==> src/rtl/draw_arbiter.sv <==
// Three-requester pixel arbiter for a shared VGA adapter port.
// Non-preemptive bursts with a one-cycle release gap, a frame-gated car requester and a burst watchdog.
module draw_arbiter #(
    parameter logic [19:0] TIMEOUT = 20'd153_600
) (
    input  logic        Clock,
    input  logic        Resetn,
    input  logic        frameTick,
    input  logic [2:0]  req,
    input  logic [2:0]  reqValid,
    input  logic [2:0]  reqLast,
    input  logic [26:0] xBus,
    input  logic [23:0] yBus,
    input  logic [17:0] cBus,
    output logic [2:0]  grant,
    output logic [8:0]  xDisplay,
    output logic [7:0]  yDisplay,
    output logic [5:0]  colourDisplay,
    output logic        plotDisplay,
    output logic        busy,
    output logic        timeoutErr
);

    typedef enum logic [1:0] {IDLE, BURST, RELEASE} StateT;

    StateT       state;
    logic        carPending;
    logic [19:0] burstCnt;

    logic [2:0]  eligible;
    logic [2:0]  pick;
    logic [8:0]  gX;
    logic [7:0]  gY;
    logic [5:0]  gC;
    logic        gValid;
    logic        gLast;
    logic        gReq;

    // The car requester only competes in a frame that has ticked since its last grant.
    assign eligible = {req[2], req[1] & (carPending | frameTick), req[0]};

    always_comb begin
        pick = 3'b000;
        if (eligible[0])      pick = 3'b001;
        else if (eligible[1]) pick = 3'b010;
        else if (eligible[2]) pick = 3'b100;
    end

    always_comb begin
        gX = '0;
        gY = '0;
        gC = '0;
        for (int i = 0; i < 3; i++) begin
            if (grant[i]) begin
                gX = gX | xBus[9*i +: 9];
                gY = gY | yBus[8*i +: 8];
                gC = gC | cBus[6*i +: 6];
            end
        end
    end

    assign gValid = |(reqValid & grant);
    assign gLast  = |(reqValid & reqLast & grant);
    assign gReq   = |(req & grant);
    assign busy   = (state != IDLE);

    always_ff @(posedge Clock or negedge Resetn) begin
        if (!Resetn) begin
            state         <= IDLE;
            grant         <= 3'b000;
            carPending    <= 1'b0;
            burstCnt      <= '0;
            timeoutErr    <= 1'b0;
            plotDisplay   <= 1'b0;
            xDisplay      <= '0;
            yDisplay      <= '0;
            colourDisplay <= '0;
        end else begin
            plotDisplay <= 1'b0;
            if (frameTick) carPending <= 1'b1;
            case (state)
                IDLE: begin
                    if (|pick) begin
                        grant    <= pick;
                        state    <= BURST;
                        burstCnt <= '0;
                        if (pick[1]) carPending <= 1'b0;
                    end
                end
                BURST: begin
                    burstCnt <= burstCnt + 20'd1;
                    if (gLast) begin
                        plotDisplay   <= 1'b1;
                        xDisplay      <= gX;
                        yDisplay      <= gY;
                        colourDisplay <= gC;
                        grant         <= 3'b000;
                        state         <= RELEASE;
                    end else if (!gReq) begin
                        grant <= 3'b000;
                        state <= RELEASE;
                    end else if (burstCnt == TIMEOUT - 20'd1) begin
                        // Watchdog revoke: the pixel offered on this cycle is dropped.
                        grant      <= 3'b000;
                        state      <= RELEASE;
                        timeoutErr <= 1'b1;
                    end else if (gValid) begin
                        plotDisplay   <= 1'b1;
                        xDisplay      <= gX;
                        yDisplay      <= gY;
                        colourDisplay <= gC;
                    end
                end
                RELEASE: state <= IDLE;
                default: begin
                    state <= IDLE;
                    grant <= 3'b000;
                end
            endcase
        end
    end

endmodule
==> config.mk <==
export PLATFORM = sky130hd
export DESIGN_NAME = draw_arbiter
export DESIGN_NICKNAME = d
export VERILOG_FILES = /design/src/rtl/draw_arbiter.sv
export SDC_FILE = /design/constraint.sdc
export NUM_CORES = 1
export LEC_CHECK = 0
export ABC_CLOCK_PERIOD_IN_PS = 2400
export BUFFER_PORTS_ARGS = -buffer_cell sky130_fd_sc_hd__buf_4
export CAP_MARGIN = 30
export CORE_MARGIN = 5
export CORE_UTILIZATION = 48
export CTS_CLUSTER_SIZE = 40
export DETAILED_ROUTE_END_ITERATION = 12
export PLACE_DENSITY = 0.8
export SYNTH_ARGS = -nofsm -noshare
export SYNTH_HDL_FRONTEND = slang
export SYNTH_SLANG_ARGS = --single-unit
==> constraint.sdc <==
create_clock -name Clock -period 2.4 [get_ports Clock]
set_input_delay 0.12 -clock Clock [delete_from_list [all_inputs] [get_ports Clock]]
set_output_delay 0.12 -clock Clock [all_outputs]
set_load 0.1 [all_outputs]
==> impl_metrics.ini <==
[status]
status = finished clean

[timing]
final.period_utilization = 0.888
fin_crit_ns = 2.13
tightest_slew_ns = 0.652
slew_headroom = 0.566
max_freq_ghz = 0.469
setup_viol = 0
finalHoldViolations = 0
finClkSkew_ns = 0.0102
tns_ns = 0
fin_ws_ns = 0.268
rsz0062_at_grt = false
slew_viol_final = 0

[power_and_ir_drop]
vdd_drop_max_v = 0.000894
p_leak_nw = 1.74
p_per_area_nw_per_um2 = 1340

[placement]
io_buffers = 109
gp_congestion = 0.859
dp_hpwl_microns = 5670
dp_slack_ns = 0.152

[setup_path]
reg2reg_from = burstCnt[0]
crit_required_ns = 2.57
critPathCapture = yDisplay[2]
critPathKind = reg -> reg
reg2reg_to = yDisplay[2]
cp-end-kind = flip-flop
cp-startpoint = burstCnt[0]
reg2reg_depth = 7
critPathLaunchType = flip-flop
cp_max_fo = 24
arrival_ns = 2.30
rrSetupSlack_ns = 0.27

[clock_tree]
clkLatencyLatePin_ns = 0.30
cts.sinks = 51
cts_tree = yes
clock_path_buffers = 2
ctsResizeCount = 0
htreeDepth = 2
cts_root_buf = clkbuf_8
cts_buffers = 5
cts_setup_buffers = 0
clk_pin_slew_ns = 0.09

[synth]
postSynthAreaPerCell_sq_um = 9.94
synthesis.nets = 351
synth.distinct_cells = 40
ys_ff_latch = 51
ys_seq_area_frac = 0.477
synth_edf_count = 0
synth_cells = 269
synth_ff_type = dfrtp_1
synth-async-reset-ratio = 1.00
synth_top_area_frac = 0.477
ys_warn_count = 0
synth_common_cells = dfrtp_1 (51), mux2i_1 (28), inv_1 (27)
synth_area_leaders = dfrtp_1 (48%), mux2i_1 (10%), a222oi_1 (9.4%)
syn_area_sq_um = 2680
yosysMostFrequentCell = dfrtp_1
yosys.area.top_type = dfrtp_1

[grt]
grt-ovfl-total = 0
grt_pass1_wl_microns = 11900
antenna_found_initial = 0
grt_pass1_vias = 2493
grt_use_total = 0.202
grt_max_degree = 52

[routing]
first_pass_iters = 8
viasPerCell = 5.73
drc = 0
drt_wl_total_microns = 7550
first_iter_violations = 235
via_count = 2582
ant_nets = 0
wl_per_cell_microns = 16.7

[finish]
antennaDiodeCount = 0
drive_gt1_frac = 0.340
area_delta_synth_final_pct = 37.7
fin_nets = 460
postLayoutCoreUtil = 0.673

[floorplan]
dieWidth_microns = 84.7
core_area_sq_um = 5470
rows = 27
die_h_microns = 84.7
ios = 110
die-area_sq_um = 7170
initial_utilization = 0.489

[run]
timing.max_cap.violations = 0

[worst_hold_path]
min_path_type = in -> reg
## worst max-delay path, cell delays in order (launching register included)
cell and delay (ns):
dfrtp_1 0.41, ha_1 0.23, nand3_2 0.18, or4_4 0.47, o31ai_4 0.29, a21oi_4 0.10
buf_12 0.18, mux2i_1 0.14
## stage by stage
step,power (W),hold slack (ns),cells,area (sq um)
after global placement,0.00438,0.181,440,3560
after CTS,0.00493,0.00753,449,3650
after detailed placement,0.00445,0.187,440,3560
after global routing,0.00515,0.0927,451,3680
after floorplan,0.00367,-0.176,269,2680
final,0.00493,0.113,451,3680
## cells in the final DEF, fill, tap and decap left out, types with 3 or more instances in the layout
cell | netlist | layout
inv_1 | 27 | 27
dfrtp_2 | 0 | 3
dfrtp_1 | 51 | 48
clkbuf_8 | 0 | 5
a31oi_1 | 3 | 3
nor2_1 | 19 | 19
buf_4 | 0 | 114
a222oi_1 | 25 | 25
and3_1 | 5 | 5
mux2i_1 | 28 | 28
nand2_1 | 21 | 21
o21ai_1 | 19 | 19
nand2b_1 | 4 | 4
nand4_1 | 6 | 6
nor3_1 | 3 | 3
nand3_1 | 13 | 13
## state kept, by name, indices dropped and copies added, names as in the netlist
signal / cells
xDisplay: 9
state: 2
carPending: 1
plotDisplay: 1
yDisplay: 8
grant: 3
colourDisplay: 6
burstCnt: 20
timeoutErr: 1
## power breakdown
group	internal, W	switching [W]
Combinational	0.000778	0.00233
Sequential	0.00111	0.000230
Clock	0.000204	0.000275
Total	0.00209	0.00283
## area by class of cell
cell class	instances	area [sq um]
clock inverters	2	12.5
repair buffers	117	896
fillers	443	1790
inverters	27	101
flip-flops and latches	51	1280
well taps	72	90.1
multi-input cells	176	1230
clock buffers	6	72.6
## routing by layer
layer	up-vias	routed length [microns]	track usage
li1	1220	-	-
met1	1245	2950	0.239
met2	100	3870	0.351
met3	17	590	0.0589
met4	0	136	0.0676
met5	-	0	0
## worst min-delay path by stage
stage | cells past startpoint | endpoint | slack [ns] | start
global route | 3 | carPending | 0.09 | frameTick
global placement | 1 | burstCnt[19] | 0.18 | Resetn
finish | 3 | colourDisplay[0] | 0.11 | cBus[0]
CTS | 2 | carPending | 0.008 | req[1]
detailed placement | 1 | burstCnt[19] | 0.19 | Resetn
floorplan | 0 | burstCnt[0] | -0.18 | Resetn
## timing repair
item / in CTS / in global routing
hold endpoints to repair: 51 / 1
hold buffers: 1 / 1
endpoints found under the setup margin: 0 / 0
## cells by family after synthesis
logic type | Yosys count | share of synthesized area
compound gates | 64 | 0.189
xor+xnor | 1 | 0.00327
fa+ha+maj | 1 | 0.00468
buf+inv | 42 | 0.0650
flops | 51 | 0.477
mux | 29 | 0.109
simple gates | 81 | 0.152
(Power assumes the default switching activity.)
